`config.mk`:
```
export PLATFORM = sky130hd
export DESIGN_NAME = aes128_cbc_dec_stream_ctrl
export DESIGN_NICKNAME = d
export VERILOG_FILES = /design/src/rtl/aes128_cbc_dec_stream_ctrl.sv
export SDC_FILE = /design/constraint.sdc
export NUM_CORES = 1
export LEC_CHECK = 0
export CORE_AREA = 2 2 230 232
export DETAILED_ROUTE_END_ITERATION = 16
export DIE_AREA = 0 0 232 234
export GPL_ROUTABILITY_DRIVEN = 1
export PLACE_DENSITY = 0.58
export SKIP_LAST_GASP = 1
export SLEW_MARGIN = 20
export SYNTH_ARGS = -nofsm -noshare
export SYNTH_HDL_FRONTEND = slang
export SYNTH_SLANG_ARGS = --single-unit
```
`constraint.sdc`:
```
create_clock -name clk -period 1.9 [get_ports clk]
set_input_delay 0.475 -clock clk [delete_from_list [all_inputs] [get_ports clk]]
set_output_delay 0.475 -clock clk [all_outputs]
set_load 0.03 [all_outputs]
```
`src/rtl/aes128_cbc_dec_stream_ctrl.sv`:
```
// Purpose: sequences a 32-bit ciphertext stream into 128-bit CBC blocks for the AES core and replays the plaintext as 32-bit words.
// Latency: DEC_LATENCY cycles from the 4th accepted ciphertext word to pt_valid.
// Backpressure: one block in flight; ct_ready is low through WAIT and EMIT, and pt_word holds while pt_ready is low.
module aes128_cbc_dec_stream_ctrl #(
    parameter int DEC_LATENCY = 11,
    parameter int CNT_W       = 16
) (
    input  logic             clk,
    input  logic             reset,
    input  logic [31:0]      vector_in_0,
    input  logic [31:0]      vector_in_1,
    input  logic [31:0]      vector_in_2,
    input  logic [31:0]      vector_in_3,
    input  logic             iv_load,
    input  logic [31:0]      ct_word,
    input  logic             ct_valid,
    output logic             ct_ready,
    output logic [31:0]      pt_word,
    output logic             pt_valid,
    input  logic             pt_ready,
    output logic [31:0]      cipher_text_0,
    output logic [31:0]      cipher_text_1,
    output logic [31:0]      cipher_text_2,
    output logic [31:0]      cipher_text_3,
    output logic [31:0]      vector_0,
    output logic [31:0]      vector_1,
    output logic [31:0]      vector_2,
    output logic [31:0]      vector_3,
    input  logic [31:0]      decrypted_plain_text_0,
    input  logic [31:0]      decrypted_plain_text_1,
    input  logic [31:0]      decrypted_plain_text_2,
    input  logic [31:0]      decrypted_plain_text_3,
    output logic             busy,
    output logic [CNT_W-1:0] block_count
);

    localparam int LAT_W = $clog2(DEC_LATENCY + 1);

    typedef enum logic [1:0] {COLLECT, WAIT, EMIT} state_t;

    state_t                 state;
    logic [1:0]             word_cnt;
    logic [LAT_W-1:0]       lat_cnt;
    logic [3:0][31:0]       chain_q;
    logic [3:0][31:0]       ct_q;
    logic [3:0][31:0]       pt_q;

    assign ct_ready      = (state == COLLECT) && !reset;
    assign pt_word       = pt_q[word_cnt];
    assign cipher_text_0 = ct_q[0];
    assign cipher_text_1 = ct_q[1];
    assign cipher_text_2 = ct_q[2];
    assign cipher_text_3 = ct_q[3];
    assign vector_0      = chain_q[0];
    assign vector_1      = chain_q[1];
    assign vector_2      = chain_q[2];
    assign vector_3      = chain_q[3];

    // word_cnt indexes ciphertext words in COLLECT and plaintext words in EMIT
    always_ff @(posedge clk) begin
        if (reset) begin
            state       <= COLLECT;
            word_cnt    <= 2'd0;
            lat_cnt     <= '0;
            chain_q     <= '0;
            ct_q        <= '0;
            pt_q        <= '0;
            block_count <= '0;
            pt_valid    <= 1'b0;
            busy        <= 1'b0;
        end else begin
            case (state)
                COLLECT: begin
                    if (iv_load && word_cnt == 2'd0)
                        chain_q <= {vector_in_3, vector_in_2, vector_in_1, vector_in_0};
                    if (ct_valid) begin
                        ct_q[word_cnt] <= ct_word;
                        word_cnt       <= word_cnt + 2'd1;
                        if (word_cnt == 2'd3) begin
                            state   <= WAIT;
                            busy    <= 1'b1;
                            lat_cnt <= LAT_W'(DEC_LATENCY);
                        end
                    end
                end
                WAIT: begin
                    if (lat_cnt == LAT_W'(1)) begin
                        pt_q        <= {decrypted_plain_text_3, decrypted_plain_text_2,
                                        decrypted_plain_text_1, decrypted_plain_text_0};
                        chain_q     <= ct_q;
                        block_count <= block_count + CNT_W'(1);
                        pt_valid    <= 1'b1;
                        state       <= EMIT;
                    end else begin
                        lat_cnt <= lat_cnt - LAT_W'(1);
                    end
                end
                EMIT: begin
                    if (pt_ready) begin
                        word_cnt <= word_cnt + 2'd1;
                        if (word_cnt == 2'd3) begin
                            state    <= COLLECT;
                            pt_valid <= 1'b0;
                            busy     <= 1'b0;
                        end
                    end
                end
                default: state <= COLLECT;
            endcase
        end
    end

endmodule

```
=== Yosys cells after proc, flatten, opt, wreduce, memory -nomap -nowiden ===
Index checks and enable logic that the tools add are counted.

* Flip-flop bits (word level): 410
* Bits of input ports: 293
* Word-level logic and storage cells: 79

* Add/subtract/negate cells: 3
* Magnitude comparators: 2
* Eq/ne operators: 11
* Mux-type cells: 28
* Reduce and logical (&&, ||, !) cells: 17

{| class="wikitable"
|+ Operators with widths
! cell !! number
|-
| $mux W128 || 2
|-
| $pmux W128 S2 || 1
|-
| $bwmux W128 || 1
|-
| $bmux W32 S2 || 1
|-
| $demux W32 S2 || 1
|-
| $mux W32 || 2
|-
| $add A16 B1 Y16 const B || 1
|-
| $mux W2 || 7
|-
| $mux W4 || 3
|-
| $ne A2 B2 Y1 const B || 5
|-
| $reduce_and A5 Y1 || 2
|-
| $pmux W4 S2 || 1
|-
| $reduce_and A4 Y1 || 2
|-
| $pmux W2 S3 || 1
|-
| $reduce_and A3 Y1 || 2
|-
| $reduce_bool A2 Y1 || 3
|-
| $mux W1 || 5
|-
| $eq A2 B2 Y1 const B || 2
|-
| $eq A4 B1 Y1 const B || 1
|-
| $logic_not A2 Y1 || 2
|-
| $ne A2 B1 Y1 const B || 2
|-
| $pmux W1 S2 || 2
|-
| $pmux W2 S2 || 1
|-
| $reduce_and A2 Y1 || 2
|-
| 7 further kinds || 9
|}

=== Longest topological paths before layout ===
Gate-level depths: netlist of the first run.

* Depth in word-level cells: 5
* Mapped depth: 10
* Depth with buffers taken out: 6

=== Worst setup path after synthesis of the first run ===
No wires, ideal clock.

* Kind: input port to output port
* Start: input port reset
* End: output port ct_ready
* Arrival time: 1.658 ns
* Required time: 1.425 ns
* Path slack: -0.233 ns
* Stages: 4
* Cell sequence: clkbuf_1 clkbuf_1 clkbuf_1 nor3_1

* Cells in the longest elaborated chain, start to end: 2

{| class="wikitable"
|+ RTL lines
! what !! RTL line !! source
|-
| start, declared || 9 || <nowiki>input logic reset,</nowiki>
|-
| $logic_not A1 Y1 || 48 || <nowiki>assign ct_ready = (state == COLLECT) && !reset;</nowiki>
|-
| $logic_and A1 B1 Y1 || 48 ||
|-
| end, declared || 17 || <nowiki>output logic ct_ready,</nowiki>
|}

Every way passes these cells.

=== Worst setup path in the final report of the first run ===
* Start: register word_cnt[0]
* End: output port pt_word[12]

* Cells in the longest elaborated chain, start to end: 2

{| class="wikitable"
|+ RTL lines
! what !! RTL line !! source
|-
| start, declared || 42 || <nowiki>logic [1:0] word_cnt;</nowiki>
|-
| start signal, assigned || 78 || <nowiki>word_cnt <= word_cnt + 2'd1;</nowiki>
|-
| start signal, assigned || 100 || <nowiki>word_cnt <= word_cnt + 2'd1;</nowiki>
|-
| $bmux W32 S2 || 49 || <nowiki>assign pt_word = pt_q[word_cnt];</nowiki>
|-
| $mux W32 (not written as such) || 49 ||
|-
| end, declared || 18 || <nowiki>output logic [31:0] pt_word,</nowiki>
|}

Every way passes these cells. The select of a mux whose other input is x is not followed.

==> impl_metrics.tcl, run 1 <==
set metrics [dict create \
    hold_viol_final 0 \
    critPathCaptureType "output port" \
    syn_inst 2011 \
    fmax_ghz 0.415 \
    min_to "block_count[4]$_SDFFE_PP0P_" \
    synth_simple_gate_area_share_pct 23.3 \
    powerDensity_nw_per_um2 904 \
    syn_area_sq_um 16200 \
    drv_cap 0 \
    critical_path_class "flop to output port" \
    area_growth_pct 61.7 \
    synth_xor_area_share_pct 0.594 \
    leakagePower_nw 10.5 \
    routed_via_density 5.04 \
    clkLatencyLatePin_ns 0.59 \
    tightest_slew_ns 0.587 \
    regToRegEndpoint "vector_3[8]$_SDFFE_PP0P_" \
    rows 84 \
    place_inst 3248 \
    place.detailed.hpwl_um 51000 \
    ys_warn_count 0 \
    r2r-start "word_cnt[0]$_SDFFE_PP0P_" \
    postRouteAntennaNets 0 \
    cp_top_family "multiplexers" \
    p_clk_share_pct 40.8 \
    grt.total_usage_pct 24.7 \
    antenna_found_initial 4 \
    critical_path_peak_fanout 12 \
    pwr-share-seq_pct 39.4 \
    critPathLaunch "word_cnt[0]$_SDFFE_PP0P_" \
    grt_first_pass_wirelength_um 102000 \
    drt_iter0_markers 1137 \
    p_switching_mw 6.68 \
    power.share.combinational_pct 19.7 \
    setup_viol 160 \
    critPathArrivalTime_ns 1.93 \
    drt_first_pass_iters 7 \
    synthMuxAreaShare_pct 4.56 \
    coreArea_sq_um 52000 \
    holdPathStages 3 \
    fin_skew_ns 0.0212 \
    slew_headroom_pct 60.9 \
    cp_cell_sequence "buf_12 > mux4_2 > buf_4" \
    avgRoutedWirePerCell_um 21.5 \
    timing.final.crit_period_ns 2.41 \
    violations "negative setup slack" \
    num-fill-cells 4962 \
    rsz0062_at_grt "true" \
    final_util_pct 50.4 \
    overflow 0 \
    ys_seq_area_share_pct 50.6 \
    synth_compound_gate_area_share_pct 15.6 \
    instances_no_fill 3387 \
    synth_ff_type "dfxtp_1" \
    fin_total_pwr_mw 23.7 \
    cpPeakStageDelay_ns 0.57 \
    critical_path_buf_inv_count 2 \
    wirelength_um 72900 \
    rr_worst_depth 11 \
    cts_sinks 410 \
    period_share_pct 127 \
    place_congestion 0.896 \
    outcome "finished, violations left" \
    ys_ff_latch 410 \
    min_from "reset" \
    cp_data_required_time_ns 1.42 \
    synth_edf_count 0 \
    clock_path_buffers 3 \
    synthArstFlopShare_pct 0 \
    synth_top_family_by_area "simple AND/OR/NAND/NOR gates" \
    syn_avg_cell_area_sq_um 8.07 \
    layout_setup_ws_ns -0.508 \
    synth_nets 2311 \
    ir_drop_uv 596 \
    grt_max_degree 114 \
    min-delay-path-class "input pin to flop" \
    cts_tree "done" \
    yosysTopAreaCell "dfxtp_1" \
    drive_gt1_share_pct 14.4 \
    ys_types 38 \
    die_w_um 232 \
    port_buffers 599 \
    cts-htree-levels 2 \
    numCtsBuffers 48 \
    dieArea_sq_um 54300 \
    clk_pin_slew_ns 0.06 \
    io-pin-count 600 \
    p_sw_share_pct 28.1 \
    cts_root_buf "clkbuf_16" \
    slew_violations 0 \
    grt_pass1_vias 16300 \
    drc 0 \
    synth.area.top_cells "dfxtp_1 51%, nand2_1 18%, a21oi_1 8.3%, a311oi_1 6.9%, mux4_2 4.4%" \
    reg2reg_slack_ns -0.29 \
    initial_utilization_pct 31.2 \
    crit_path_start_kind "flop" \
    multiInputGateArea_sq_um 7380 \
    intPower_mw 17.1 \
    final-seq-area_sq_um 8220 \
    vias 17100 \
    cpMaxStageDelayCell "mux4_2" \
    fin_nets 2956 \
    synth_top_cell_area_share_pct 50.6 \
    synthAdderAreaFrac_pct 0.540 \
    die_h_um 234 \
]
sequential cells by signal (all words and copies together) (netlist names):
| signal | cells |
|---|---|
| pt_q | 128 |
| cipher_text_1 | 32 |
| vector_0 | 32 |
| vector_1 | 32 |
| cipher_text_0 | 32 |
| block_count | 16 |
| pt_valid | 1 |
| vector_2 | 32 |
| lat_cnt | 4 |
| cipher_text_3 | 32 |
| busy | 1 |
| cipher_text_2 | 32 |
| state | 2 |
| word_cnt | 2 |
| vector_3 | 32 |
worst reg2reg max path, stage by stage, from the launching register on:
cell and delay (ns):
dfxtp_4 0.38, buf_12 0.16, buf_4 0.15, inv_1 0.07, ha_2 0.19, nand3b_1 0.11
a21oi_4 0.17, buf_12 0.19, bufbuf_16 0.30, buf_4 0.12, nor2_1 0.04, a311oi_1 0.21
cells by family after synthesis:
kind of cell | after synthesis
AO/OA/AOI/OAI | 407
adder cells (fa/ha/maj) | 7
multiplexers | 34
flip-flops | 410
buffers and inverters | 175
AND/OR/NAND/NOR | 967
XOR/XNOR | 11
layout by cell type, fill, tap and decap left out, drive strengths merged, types with 2 or more instances in the layout:
cell	n
nand4	6
clkinv	9
bufbuf	3
xor2	8
and2	6
dlygate4sd2	193
nor2b	2
diode	4
a211oi	4
xnor2	3
clkbuf	99
nor3	4
clkdlybuf4s50	291
inv	8
bufinv	5
clkdlybuf4s15	70
and4	3
nor3b	2
dfxtp	410
a311oi	128
nor2	144
nand2	781
o21ai	5
a21oi	269
or3	5
nand3	5
mux4	32
mux2i	2
ha	7
buf	180
Yosys cell counts, types with 2 or more instances:
cell and count:
a211oi_1 4, a21oi_1 268, a311oi_1 128, and2_1 6
and4_1 3, buf_1 2, buf_2 85, buf_4 3
clkbuf_1 79, dfxtp_1 410, ha_1 7, inv_1 5
mux2i_1 2, mux4_2 32, nand2_1 781, nand3_1 5
nand4_1 5, nor2_1 144, nor2b_1 2, nor3_1 4
nor3b_2 2, o21ai_0 5, or3_1 5, xnor2_1 3
xor2_1 8
worst max path at each step:
stage / endpoint / slack (ns) / cells after the start
finish: pt_word[12] / -0.51 / 3
global route: pt_word[15] / -0.57 / 4
CTS: pt_word[12] / -0.58 / 3
detailed placement: vector_3[18]$_SDFFE_PP0P_ / -0.29 / 7
global placement: pt_word[18] / -0.24 / 3
floorplan: pt_word[10] / -0.05 / 3
area by class of cell:
type,instances,share of cell area (%)
clock inverter,18,0.887
antenna,4,0.0381
inverter,5,0.0715
tap,688,3.28
multi-input combinational,1426,28.1
sequential,410,31.3
timing repair buffer,765,30.8
clock buffer,71,5.45
power groups by stage:
stage                     combinational [mW]  clock [mW]  sequential [mW]
after floorplan                         1.22           0             10.4
after global placement                  4.33           0             9.54
after detailed placement                4.38           0             9.55
after CTS                               4.33        9.87             9.35
after global routing                    4.93        10.2             9.40
final                                   4.69        9.69             9.35
timing repair:
action / 4_1_cts / 5_1_grt
hold buffers: 0 / 0
gates cloned: 5 / 18
endpoints found under the setup margin: 429 / 276
hold endpoints to repair: 0 / 0
gates resized for setup: 485 / 69
pin swaps: 2 / 74
setup buffers: 13 / 11
stage by stage:
step	instance area, sq um	setup TNS, ns	setup slack (ns)	hold slack, ns
after floorplan	16200	-1.34	-0.0532	0.433
after global placement	23700	-32.79	-0.238	0.439
after detailed placement	23700	-40.53	-0.293	0.446
after CTS	25500	-41.79	-0.575	0.403
after global routing	26200	-56.09	-0.567	0.435
final	26200	-39.47	-0.508	0.423
routing by layer:
metal | vias to the layer above | GRT usage, % | part of all wire, %
li1 | 8094 | - | -
met4 | 0 | 7.83 | 2.4
met3 | 101 | 6.85 | 8.6
met2 | 671 | 43.7 | 50
met1 | 8220 | 28.8 | 39
met5 | - | 0 | 0
Note: power is estimated with default switching activity, not from simulation.
==> run 2: changes to the inputs <==
- PLACE_DENSITY: 0.58 -> default
==> run 2 against run 1 <==
The flow still finishes with violations (negative setup slack). Via count fell by 0.11%. Global-route usage fell by 0.22 points. Wire length fell by 1.3%. Utilization fell by 1.1 points. Clock power fell by 4.1%. Flip-flop and latch count did not move. Worst hold slack got worse by 0.24 ns. Combinational power fell by 4%. Sequential power barely moved. Setup slack got worse by 0.053 ns. Critical path type unchanged.
==> impl_metrics.tcl, run 2 (synthesized netlist as in run 1, its figures left out) <==
set metrics [dict create \
    outcome "finished, violations left" \
    p_clk_share_pct 40.1 \
    layout_setup_ws_ns -0.561 \
    clk_pin_slew_ns 0.06 \
    critical_path_class "flop to output port" \
    period_share_pct 130 \
    fin_skew_ns 0.0204 \
    largest_reg_flops 128 \
    cp_data_required_time_ns 1.42 \
    coreArea_sq_um 52000 \
    tightest_slew_ns 0.567 \
    violations "negative setup slack" \
    antenna_found_initial 11 \
    avgRoutedWirePerCell_um 21.3 \
    p_sw_share_pct 28.7 \
    final_util_pct 49.4 \
    drt_iter0_markers 1110 \
    rr_worst_depth 10 \
    min-delay-path-class "input pin to flop" \
    layout_common_cells "780 x nand2_1, 408 x dfxtp_1, 291 x clkdlybuf4s50_1" \
    cpMaxStageDelayCell "mux4_2" \
    slew_violations 0 \
    area_growth_pct 58.2 \
    place_congestion 0.879 \
    dieArea_sq_um 54300 \
    power.share.combinational_pct 19.4 \
    critPathCaptureType "output port" \
    cts_tree "done" \
    critical_path_peak_fanout 7 \
    min_to "cipher_text_2[27]$_SDFFE_PP0P_" \
    clkLatencyLatePin_ns 0.59 \
    hold_viol_final 0 \
    critical_path_buf_inv_count 3 \
    intPower_mw 16.5 \
    num-fill-cells 5059 \
    cts_sinks 410 \
    ir_drop_uv 538 \
    layout_commonest_cell "nand2_1" \
    io-pin-count 600 \
    drive_gt1_share_pct 12.8 \
    cp_cell_sequence "buf_12 > buf_8 > mux4_2 > buf_6" \
    cp_top_family "multiplexers" \
    grt_max_degree 111 \
    drv_cap 0 \
    grt.total_usage_pct 24.4 \
    cts_root_buf "clkbuf_16" \
    setup_viol 159 \
    pre_cts_slack_ns -0.272 \
    p_switching_mw 6.65 \
    rsz0062_at_grt "true" \
    slew_headroom_pct 62.1 \
    timing.final.crit_period_ns 2.46 \
    holdPathStages 2 \
    regToRegEndpoint "vector_0[0]$_SDFFE_PP0P_" \
    reg2reg_slack_ns -0.23 \
    cpPeakStageDelay_ns 0.53 \
    die_w_um 232 \
    clock_path_buffers 3 \
    r2r-start "word_cnt[0]$_SDFFE_PP0P_" \
    postRouteAntennaNets 0 \
    wirelength_um 72000 \
    drc 0 \
    grt_pass1_vias 16300 \
    rows 84 \
    top_register "pt_q" \
    place.detailed.hpwl_um 50700 \
    crit_path_start_kind "flop" \
    powerDensity_nw_per_um2 901 \
    cts-htree-levels 2 \
    routed_via_density 5.06 \
    fin_nets 2942 \
    pwr-share-seq_pct 40.4 \
    overflow 0 \
    port_buffers 599 \
    drt_first_pass_iters 5 \
    die_h_um 234 \
    grt_first_pass_wirelength_um 100000 \
    numCtsBuffers 46 \
    fmax_ghz 0.406 \
    leakagePower_nw 10.3 \
    finalSetupTns_ns -28.15 \
    min_from "reset" \
    initial_utilization_pct 31.2 \
    critPathArrivalTime_ns 1.99 \
    vias 17100 \
]
run 2: changes by cell type in the layout (fill, tap and decap cells not counted), sizes merged:
| cell | change |
|---|---|
| clkbuf | -21 |
| dlygate4sd2 | +20 |
| clkdlybuf4s15 | -9 |
| buf | -5 |
| diode | +4 |
| bufbuf | -3 |
| clkinvlp | +2 |
| bufinv | -1 |
run 2: power by group through the flow:
stage                     registers, mW  clock network [mW]  logic (mW)
after floorplan                    10.4                   0        1.22
after global placement             9.53                   0        4.33
after detailed placement           9.55                   0        4.37
after CTS                          9.35                9.45        4.17
after global routing               9.40                9.83        4.77
final                              9.35                9.29        4.50
run 2: final cells by class:
cell class	count	area [sq um]	share of cell area, %
antenna	8	20.0	0.0779
clock buffer	65	1340	5.23
clock inverter	19	225	0.877
inverter	5	18.8	0.0731
multi-input combinational	1426	7290	28.4
sequential	410	8210	32.0
tap	688	861	3.35
timing repair buffer	753	7710	30.0
run 2: worst max path at each step:
stage	end	cells past startpoint	startpoint	slack, ns
2_1_floorplan	pt_word[10]	3	word_cnt[0]$_SDFFE_PP0P_	-0.05
3_3_place_gp	pt_word[21]	3	word_cnt[0]$_SDFFE_PP0P_	-0.27
3_5_place_dp	pt_word[27]	3	word_cnt[0]$_SDFFE_PP0P_	-0.27
4_1_cts	pt_word[18]	4	word_cnt[0]$_SDFFE_PP0P_	-0.61
5_1_grt	pt_word[18]	4	word_cnt[0]$_SDFFE_PP0P_	-0.61
6_report	pt_word[18]	4	word_cnt[0]$_SDFFE_PP0P_	-0.56
run 2: metrics by stage:
step | std cells | instance area [sq um] | power (mW) | hold slack, ns
floorplan | 2011 | 16200 | 11.6 | 0.433
global placement | 3254 | 23700 | 13.9 | 0.439
detailed placement | 3254 | 23700 | 13.9 | 0.447
CTS | 3348 | 25200 | 23.0 | 0.157
global route | 3374 | 25700 | 24.0 | 0.159
finish | 3374 | 25700 | 23.1 | 0.181
run 2: per-layer routing:
layer	GRT usage, %	up-vias	part of all wire [%]
li1	-	8048	-
met5	0	-	0.054
met2	42.4	710	49
met4	10.9	6	4.5
met3	6.70	138	8.1
met1	28.1	8166	38
run 2: what timing repair did:
action	4_1_cts	5_1_grt
buffers inserted	9	5
gates resized for setup	471	35
hold buffers	0	0
pin swaps	0	36
gates cloned	1	14
setup endpoints to repair	436	249
==> run 3: changes to the inputs <==
- CAP_MARGIN: default -> 20
==> results of run 3 <==
The final DEF is identical to that of run 2; final timing and power are the same.
